--- config.mk ---
export PLATFORM = sky130hd
export DESIGN_NAME = fetch_queue
export DESIGN_NICKNAME = d
export VERILOG_FILES = /design/src/rtl/fetch_queue.sv
export SDC_FILE = /design/constraint.sdc
export NUM_CORES = 1
export LEC_CHECK = 0
export BUFFER_PORTS_ARGS = -buffer_cell sky130_fd_sc_hd__buf_2
export CORE_ASPECT_RATIO = 1.75
export CORE_MARGIN = 5
export CORE_UTILIZATION = 59
export CTS_BUF_LIST = sky130_fd_sc_hd__clkbuf_8
export DETAILED_ROUTE_END_ITERATION = 10
export GPL_ROUTABILITY_DRIVEN = 0
export GPL_TIMING_DRIVEN = 0
export PLACE_DENSITY_LB_ADDON = 0.2
export SETUP_SLACK_MARGIN = 0.1
export SLEW_MARGIN = 25
export SYNTH_ARGS = -nofsm -noshare
export SYNTH_HDL_FRONTEND = slang
export SYNTH_SLANG_ARGS = --single-unit
export TNS_END_PERCENT = 1
--- constraint.sdc ---
create_clock -name clk -period 11.1 [get_ports clk]
set_input_delay 2.22 -clock clk [delete_from_list [all_inputs] [get_ports clk]]
set_output_delay 2.22 -clock clk [all_outputs]
set_load 0.01 [all_outputs]
--- src/rtl/fetch_queue.sv ---
// rtl/fetch_queue.sv - sequential-PC fetch stage with credit flow control, in-flight PC pairing and instruction buffer
module fetch_queue #(
  parameter int               XLEN     = 64,
  parameter int               DEPTH    = 4,
  parameter logic [XLEN-1:0]  RESET_PC = '0
) (
  input  logic                       clk,
  input  logic                       rstn,
  input  logic                       fetch_addr_ready,
  output logic                       fetch_addr_valid,
  output logic [XLEN-1:0]            fetch_addr,
  input  logic                       fetch_data_valid,
  input  logic [31:0]                fetch_data,
  input  logic                       redirect_valid_i,
  input  logic [XLEN-1:0]            redirect_pc_i,
  output logic                       inst_valid_o,
  input  logic                       inst_ready_i,
  output logic [XLEN-1:0]            inst_pc_o,
  output logic [31:0]                inst_data_o,
  output logic [$clog2(DEPTH):0]     occupancy_o
);

  localparam int AW = $clog2(DEPTH);
  localparam int CW = AW + 1;
  localparam logic [CW:0]   DEPTH_W = (CW+1)'(DEPTH);
  localparam logic [CW-1:0] DEPTH_C = CW'(DEPTH);

  logic [XLEN-1:0] pc_q, pc_d;
  logic [CW-1:0]   out_q, out_d, disc_q, disc_d, cnt_q, cnt_d;
  logic [AW-1:0]   pf_wr_q, pf_rd_q, ib_wr_q, ib_rd_q;
  logic [XLEN-1:0] pf_mem [DEPTH];
  logic [XLEN-1:0] ib_pc [DEPTH];
  logic [31:0]     ib_data [DEPTH];

  logic [CW:0] used;
  logic        issue, resp, drop, push, pop;

  // Credits count both outstanding requests and buffered words, so the buffer can never overflow.
  assign used             = {1'b0, out_q} + {1'b0, cnt_q};
  assign fetch_addr_valid = (used < DEPTH_W) && !redirect_valid_i;
  assign fetch_addr       = pc_q;
  assign issue            = fetch_addr_valid && fetch_addr_ready;
  assign resp             = fetch_data_valid && (out_q != '0);
  assign drop             = resp && (disc_q != '0);
  assign push             = resp && !drop && !redirect_valid_i;
  assign inst_valid_o     = (cnt_q != '0) && !redirect_valid_i;
  assign pop              = inst_valid_o && inst_ready_i;
  assign inst_pc_o        = ib_pc[ib_rd_q];
  assign inst_data_o      = ib_data[ib_rd_q];
  assign occupancy_o      = cnt_q;

  always_comb begin
    pc_d   = pc_q;
    out_d  = out_q + CW'(issue) - CW'(resp);
    disc_d = disc_q - CW'(drop);
    cnt_d  = cnt_q + CW'(push) - CW'(pop);
    if (issue) pc_d = pc_q + XLEN'(4);
    // Every request still outstanding (minus one answered now) becomes stale.
    if (redirect_valid_i) begin
      pc_d   = {redirect_pc_i[XLEN-1:2], 2'b00};
      disc_d = out_q - CW'(resp);
      cnt_d  = '0;
    end
  end

  always_ff @(posedge clk) begin
    if (!rstn) begin
      pc_q    <= RESET_PC;
      out_q   <= '0;
      disc_q  <= '0;
      cnt_q   <= '0;
      pf_wr_q <= '0;
      pf_rd_q <= '0;
      ib_wr_q <= '0;
      ib_rd_q <= '0;
      for (int i = 0; i < DEPTH; i++) begin
        pf_mem[i]  <= '0;
        ib_pc[i]   <= '0;
        ib_data[i] <= '0;
      end
    end else begin
      pc_q   <= pc_d;
      out_q  <= out_d;
      disc_q <= disc_d;
      cnt_q  <= cnt_d;
      if (redirect_valid_i) begin
        pf_wr_q <= '0;
        pf_rd_q <= '0;
        ib_wr_q <= '0;
        ib_rd_q <= '0;
      end else begin
        if (issue) begin
          pf_mem[pf_wr_q] <= pc_q;
          pf_wr_q         <= pf_wr_q + 1'b1;
        end
        if (push) begin
          pf_rd_q          <= pf_rd_q + 1'b1;
          ib_pc[ib_wr_q]   <= pf_mem[pf_rd_q];
          ib_data[ib_wr_q] <= fetch_data;
          ib_wr_q          <= ib_wr_q + 1'b1;
        end
        if (pop) ib_rd_q <= ib_rd_q + 1'b1;
      end
    end
  end

  always_ff @(posedge clk) begin
    if (rstn) begin
      assert (!(fetch_data_valid && out_q == '0));
      assert (!(push && !pop && cnt_q == DEPTH_C));
    end
  end

endmodule

==> reports/results.txt, run 1 <==
Worst EP arrival - 4070 ps
Clock power share - 34.2%
Initial antenna violation count - 4
Nets - 2783
Yosys cell types - 67
Pwr dens - 155 nW/µm²
Routed Antenna Nets - 0
Area Overhead vs Synth - 15.0%
Max-Slew Margin vs Limit - 23.1%
Wirelength per Cell - 25.6 µm
Hold Vio Cnt, Final - 0
Clk sinks - 707
I/O Pins - 267
Die Height - 316 µm
Hold Buf Count CTS - 0
Fill cell total of the finished layout - 3812
Vias in the first global route - 21800
Max VDD drop - 0.104 mV
Cts bufs inserted - 96
Post-cts sizing count - 0
Ys async rst share - 0%
Critical Path Source Type - input pin
Crit-path max FO - 10
Number of enable flip-flop cells after synthesis - 624
Switching power - 0.00141 W
Status - finished, final reports clean
Clk slew on worst S/H paths - 60 ps
Row Count - 112
Post-CTS setup buffer count - 0
Reg2reg setup slack - 7040 ps
Setup CP Type - in -> out
# port buffers - 259
Syn Area/Cell - 13.8 µm²
Worst EP required - 8880 ps
Final Non-Filler Cells - 3445
Max-cap viol count - 0
RSZ-0062 raised after global routing - no
Area after DPL - 34300 µm²
Number of synthesized register bits - 707
Worst setup EP type - output port
Initial Utilization - 59.2%
Syn. warnings - 0
Core ar. - 53100 µm²
Post-placement cell count - 3254
Comb power frac - 10.5%
Global-route wire length before repair - 132 mm
# setup viols final - 0
Root buf cell - clkbuf_8
Hpwl dp - 62.0 mm
Die span in x - 185 µm
Pleak - 14.0 nW
Finished Cell Area - 36200 µm²
Sw frac - 25.2%
Post-Route WL - 88.1 mm
Power, Total - 0.00562 W
CTS tree - yes
Final worst-path cycle share - 56.6%
Overflow after GRT - 0
Router iterations before antenna repair - 10
Pins Over Slew Limit - 0
Worst-margin pin slew - 1150 ps
Die Area - 58200 µm²
Fmax - 159 MHz
Largest net degree at the start of global routing - 40
Hold Path Class - reg -> reg
Clk_lat worst skew - 680 ps
Post-synthesis cell area - 31500 µm²
Share of cells above drive strength 1 - 23.4%
Post-synthesis sequential area ratio - 64.8%
Vias - 21200
GRT Util Overall - 30.3%
Sequential Power Share - 55.3%
H-tree level count - 3
Cells after synthesis - 2284
Top_reg_cell synth - edfxtp_1
Cell internal pwr - 0.00421 W
# DRC - 0
Longest Clk Path Bufs - 3
Setup Skew - 34.8 ps
Tmin final - 6290 ps
Hold WS - 547 ps
Via density - 6.15
DR iter-0 viols - 2375
[per-layer routing]
metal  GRT usage [%]  wire, µm
met5               0         0
met3            7.02      8880
met4            13.9      4780
met2            50.5     44000
met1            37.9     30400
[sequential cells by signal, summed over array words and instances, names as in the netlist, named ones only]
name         count
ib_pc          248
pf_mem         248
ib_data        128
fetch_addr      62
disc_q           3
occupancy_o      3
out_q            3
ib_rd_q          2
ib_wr_q          2
pf_rd_q          2
pf_wr_q          2
[power by group through the flow]
stage / combinational (W) / sequential (W) / clock [W]
after floorplan: 0.000319 / 0.00316 / 0
after global placement: 0.000536 / 0.00318 / 0
after detailed placement: 0.000583 / 0.00316 / 0
after CTS: 0.000585 / 0.00311 / 0.00195
after global routing: 0.000627 / 0.00312 / 0.00207
final: 0.000588 / 0.00311 / 0.00192
[cells in the final DEF, fill, tap and decap left out, drive strengths merged, types with 4 or more instances in the layout]
cell,n
edfxtp,624
buf,342
and2,290
nor2,229
clkbuf,225
nand2,169
mux4,156
inv,145
dfxtp,83
and3,81
o21ai,54
nand3,38
clkinv,38
nand4,30
a21oi,28
nor4,22
a31oi,18
nor3,16
or4,14
or3,12
o211ai,11
xor2,11
xnor2,11
ha,11
diode,9
o31ai,6
a211oi,6
or2,6
nor3b,6
nand2b,6
o311ai,5
nor2b,4
o31a,4
a2bb2oi,4
a41oi,4
a32oi,4
conb,4
mux2,4
[worst paths after layout]
path | from | cells past startpoint | end
worst min register to register | pf_rd_q[0]$_SDFFE_PP0P_ | 2 | pf_rd_q[0]$_SDFFE_PP0P_
worst min-delay path | pf_rd_q[0]$_SDFFE_PP0P_ | 2 | pf_rd_q[0]$_SDFFE_PP0P_
worst max register to register | disc_q[1]$_SDFF_PN0_ | 7 | ib_pc[0][23]$_SDFFCE_PN0P_
worst max-delay path | redirect_valid_i | 5 | inst_valid_o
[logic make-up after synthesis]
| kind of cell | count (synthesis) | share of synthesized area (%) |
|---|---|---|
| xor gates and xnor gates | 22 | 0.612 |
| other | 1 | 0.0119 |
| and+or+nand+nor | 928 | 15.6 |
| DFF | 707 | 64.8 |
| buffers and inverters | 288 | 3.67 |
| muxes | 161 | 11.3 |
| AOI/OAI and AO/OA | 164 | 3.34 |
| adders and majority gates | 13 | 0.565 |
[per-stage QoR]
step / TNS [ps] / worst slack [ps] / utilization [%]
after floorplan: 0 / 771 / -
after global placement: -997400 / -4810 / 63.3
after detailed placement: 0 / 5060 / 64.6
after CTS: 0 / 5050 / 68.1
after global routing: 0 / 4900 / 68.1
final: 0 / 4810 / 68.1
[layout make-up]
class	instances	area, µm²	share of cell area [%]
Antenna cell	9	22.5	0.0623
Multi-Input combinational cell	1292	10000	27.6
Timing Repair Buffer	283	1890	5.24
Buffer	177	737	2.04
Clock inverter	75	383	1.06
Inverter	111	417	1.15
Clock buffer	107	1470	4.07
Sequential cell	707	20400	56.4
Tap cell	684	856	2.37
[critical path, stage by stage]
cell and delay, ps:
buf_2 270, clkbuf_1 490, clkbuf_1 770, nor2_1 100
buf_2 200
[synthesized netlist by cell type, drive strengths merged, types with 22 or more instances]
library cell  number  area share [%]
edfxtp           624              60
and2             290             5.8
nor2             229             2.7
nand2            169             2.0
mux4             156              11
clkbuf           118             1.4
inv              111             1.3
dfxtp             83             5.3
and3              81             1.6
buf               59            0.93
o21ai             54            0.86
nand3             38            0.70
nand4             30            0.68
a21oi             28            0.45
nor4              22            0.59
Note: power is estimated with default switching activity, not from simulation.
==> run 2, diff against run 1 <==
--- a/config.mk
+++ b/config.mk
@@ -8,7 +8,7 @@
 export BUFFER_PORTS_ARGS = -buffer_cell sky130_fd_sc_hd__buf_2
 export CORE_ASPECT_RATIO = 1.75
 export CORE_MARGIN = 5
-export CORE_UTILIZATION = 59
+export CORE_UTILIZATION = 56
 export CTS_BUF_LIST = sky130_fd_sc_hd__clkbuf_8
 export DETAILED_ROUTE_END_ITERATION = 10
 export GPL_ROUTABILITY_DRIVEN = 0
==> constraint.sdc (replaced) <==
create_clock -name clk -period 5.44 [get_ports clk]
set_input_delay 1.088 -clock clk [delete_from_list [all_inputs] [get_ports clk]]
set_output_delay 1.088 -clock clk [all_outputs]
set_load 0.01 [all_outputs]
==> run 2 against run 1 <==
Register-to-register slack worse by 5700 ps. Global-route usage shrank 1.3 points. First-iteration DRC count decreased by 1.1%. Core utilization fell by 3.4 points. Clock skew grew 4.8 ps. Non-clock buffer count increased by 1. Combinational power up 110%. Clock-buffer cell count up 6. Via count down 0.64%. Sequential share of layout area about the same. Sequential cell count unchanged. Critical endpoint is now inst_pc_o[53].
==> reports/results.txt, run 2 (same netlist as run 1, synthesis figures left out) <==
CTS tree - yes (unchanged)
Post-cts sizing count - 0 (unchanged)
Worst hold path depth - 2 (unchanged)
Critical Path Source Type - flip-flop (was input pin)
Final Util - 64.7% (was 68.1%)
Max-cap viol count - 0 (unchanged)
Setup Skew - 39.5 ps (was 34.8 ps)
Hold Vio Cnt, Final - 0 (unchanged)
Vias in the first global route - 21600 (was 21800)
Share of cells above drive strength 1 - 23.5% (was 23.4%)
Status - finished, final reports clean (unchanged)
Via density - 6.09 (was 6.15)
Post-CTS setup buffer count - 0 (unchanged)
Worst path slowest cell - buf_1 (was clkbuf_1)
Pwr dens - 318 nW/µm² (was 155 nW/µm²)
Grt met1 use - 35.7% (was 37.9%)
Tmin final - 4650 ps
R2r worst-path depth - 6 (was 7)
Die Height - 324 µm (was 316 µm)
Crit-path max FO - 10 (unchanged)
Sequential cell area - 20400 µm² (unchanged)
Worst EP arrival - 3560 ps (was 4070 ps)
Worst setup EP type - output port (unchanged)
GRT Util Overall - 29.0% (was 30.3%)
Hold Path Class - reg -> reg (unchanged)
Wirelength per Cell - 25.8 µm (was 25.6 µm)
Longest Clk Path Bufs - 3 (unchanged)
Vias - 21000 (was 21200)
Area after DPL - 34300 µm² (about the same)
Sw frac - 25.4% (was 25.2%)
# DRC - 0 (unchanged)
Cts bufs inserted - 98 (was 96)
Largest registers - ib_pc: 248 flops, pf_mem: 248 flops, ib_data: 128 flops (unchanged)
Initial Utilization - 56.2% (was 59.2%)
GRT met2 Usage - 48.5% (was 50.5%)
Pins Over Slew Limit - 0 (unchanged)
Clock power share - 34.4% (was 34.2%)
Hold WS - 556 ps (was 547 ps)
I/O Pins - 267 (unchanged)
Area Overhead vs Synth - 15.1% (was 15.0%)
Core ar. - 56000 µm² (was 53100 µm²)
Root buf cell - clkbuf_8 (unchanged)
Overflow after GRT - 0 (unchanged)
Critical path, cell by cell - clkbuf_1 -> buf_1 -> buf_2 -> mux4_2 -> buf_2 (was buf_2 -> clkbuf_1 -> clkbuf_1 -> nor2_1 -> buf_2)
Layer carrying the most global-route usage - met2 (unchanged)
Initial antenna violation count - 9 (was 4)
Max VDD drop - 0.186 mV (was 0.104 mV)
Comb power frac - 10.5% (about the same)
Hold Buf Count CTS - 0 (unchanged)
Setup CP Type - reg -> out (was in -> out)
Global-route wire length before repair - 133 mm (was 132 mm)
DR iter-0 viols - 2348 (was 2375)
Max-Slew Margin vs Limit - 24.2% (was 23.1%)
Worst path bufs/invs - 4 (unchanged)
Row Count - 115 (was 112)
Clk_lat worst skew - 710 ps (was 680 ps)
Most frequent cells in the layout - edfxtp_1, buf_2, and2_1 (unchanged)
Cell mode on critical path - buf_2
Hpwl dp - 62.6 mm (was 62.0 mm)
Reg2reg setup slack - 1380 ps (was 7040 ps)
Setup total negative slack - 0 ps (unchanged)
Die Area - 61200 µm² (was 58200 µm²)
Pleak - 14.0 nW (about the same)
Clk sinks - 707 (unchanged)
Final worst-path cycle share - 85.5%
RSZ-0062 raised after global routing - no (unchanged)
H-tree level count - 3 (unchanged)
Post-Route WL - 89.0 mm (was 88.1 mm)
Cell internal pwr - 0.00858 W (was 0.00421 W)
Clk slew on worst S/H paths - 70 ps (was 60 ps)
Delay-heaviest family, CP - buffers and inverters (unchanged)
Critical R2R Launch - disc_q[1]$_SDFF_PN0_ (unchanged)
Sequential Power Share - 55.1% (was 55.3%)
Most common cell after layout, fill and taps aside - edfxtp_1 (unchanged)
CP peak stage delay - 770 ps (about the same)
Hold EP - pf_rd_q[1]$_SDFFE_PP0P_ (was pf_rd_q[0]$_SDFFE_PP0P_)
Largest net degree at the start of global routing - 43 (was 40)
# setup viols final - 0 (unchanged)
Worst EP required - 4350 ps (was 8880 ps)
Fill cell total of the finished layout - 4189 (was 3812)
Switching power - 0.00293 W (was 0.00141 W)
Hold Path Origin - pf_rd_q[1]$_SDFFE_PP0P_ (was pf_rd_q[0]$_SDFFE_PP0P_)
Fmax - 215 MHz
# port buffers - 259 (unchanged)
Routed Antenna Nets - 0 (unchanged)
Nets - 2786 (was 2783)
Met3 Use GR - 6.42% (was 7.02%)
Finished Cell Area - 36200 µm² (about the same)
Area of the multi-input gates - 10000 µm² (about the same)
Router iterations before antenna repair - 6 (was 10)
Worst-margin pin slew - 1130 ps (was 1150 ps)
FF-to-FF End - ib_pc[0][8]$_SDFFCE_PN0P_ (was ib_pc[0][23]$_SDFFCE_PN0P_)
Die span in x - 189 µm (was 185 µm)
-- run 2: changes by cell type in the layout (fill, tap and decap cells not counted), sizes merged --
cell	change
buf	+1
clkinv	-12
clkbuf	+6
diode	-5
bufinv	-2
inv	+2
-- run 2: layout make-up --
| type | instances | area share, % |
|---|---|---|
| Antenna cell | 4 | 0.0276 |
| Buffer | 177 | 2.04 |
| Tap cell | 702 | 2.43 |
| Inverter | 111 | 1.15 |
| Timing Repair Buffer | 284 | 5.22 |
| Multi-Input combinational cell | 1292 | 27.6 |
| Clock buffer | 113 | 4.30 |
| Sequential cell | 707 | 56.3 |
| Clock inverter | 63 | 0.871 |
-- run 2: stage by stage --
step | setup slack, ps | cells | total power [W]
after floorplan | -1220 | 2287 | 0.00708
after global placement | -5130 | 3248 | 0.00759
after detailed placement | 567 | 3273 | 0.00765
after CTS | 708 | 3449 | 0.0116
after global routing | 643 | 3450 | 0.0119
final | 789 | 3453 | 0.0115
-- run 2: worst min-delay path: cells and delay by family, from the launching register on --
| kind | cells | cell delay, ps |
|---|---|---|
| AND/OR/NAND/NOR | 1 | 120 |
| flip-flops | 1 | 320 |
| XOR/XNOR | 1 | 70 |
-- run 2: power groups by stage --
stage	sequential [W]	combinational [W]	clock, W
2_1_floorplan	0.00643	0.000651	0
3_3_place_gp	0.00648	0.00111	0
5_1_grt	0.00636	0.00129	0.00426
6_report	0.00634	0.00121	0.00396
3_5_place_dp	0.00645	0.00120	0
4_1_cts	0.00633	0.00121	0.00402
-- run 2: how the worst max path moves through the flow --
stage,to,slack (ps),cells past startpoint
after global placement,ib_pc[2][27]$_SDFFCE_PN0P_,-5130,5
after CTS,inst_pc_o[53],710,5
after global routing,inst_pc_o[47],640,5
after floorplan,ib_data[1][0]$_SDFFCE_PN0P_,-1220,4
after detailed placement,ib_pc[0][27]$_SDFFCE_PN0P_,570,8
final,inst_pc_o[53],790,5
-- run 2: layer usage --
layer / vias up / share of wire, % / wire (µm)
li1: 9182 / - / -
met1: 10300 / 35 / 31400
met2: 1236 / 49 / 43900
met3: 303 / 9.5 / 8470
met4: 6 / 5.9 / 5240
met5: - / 0.031 / 28
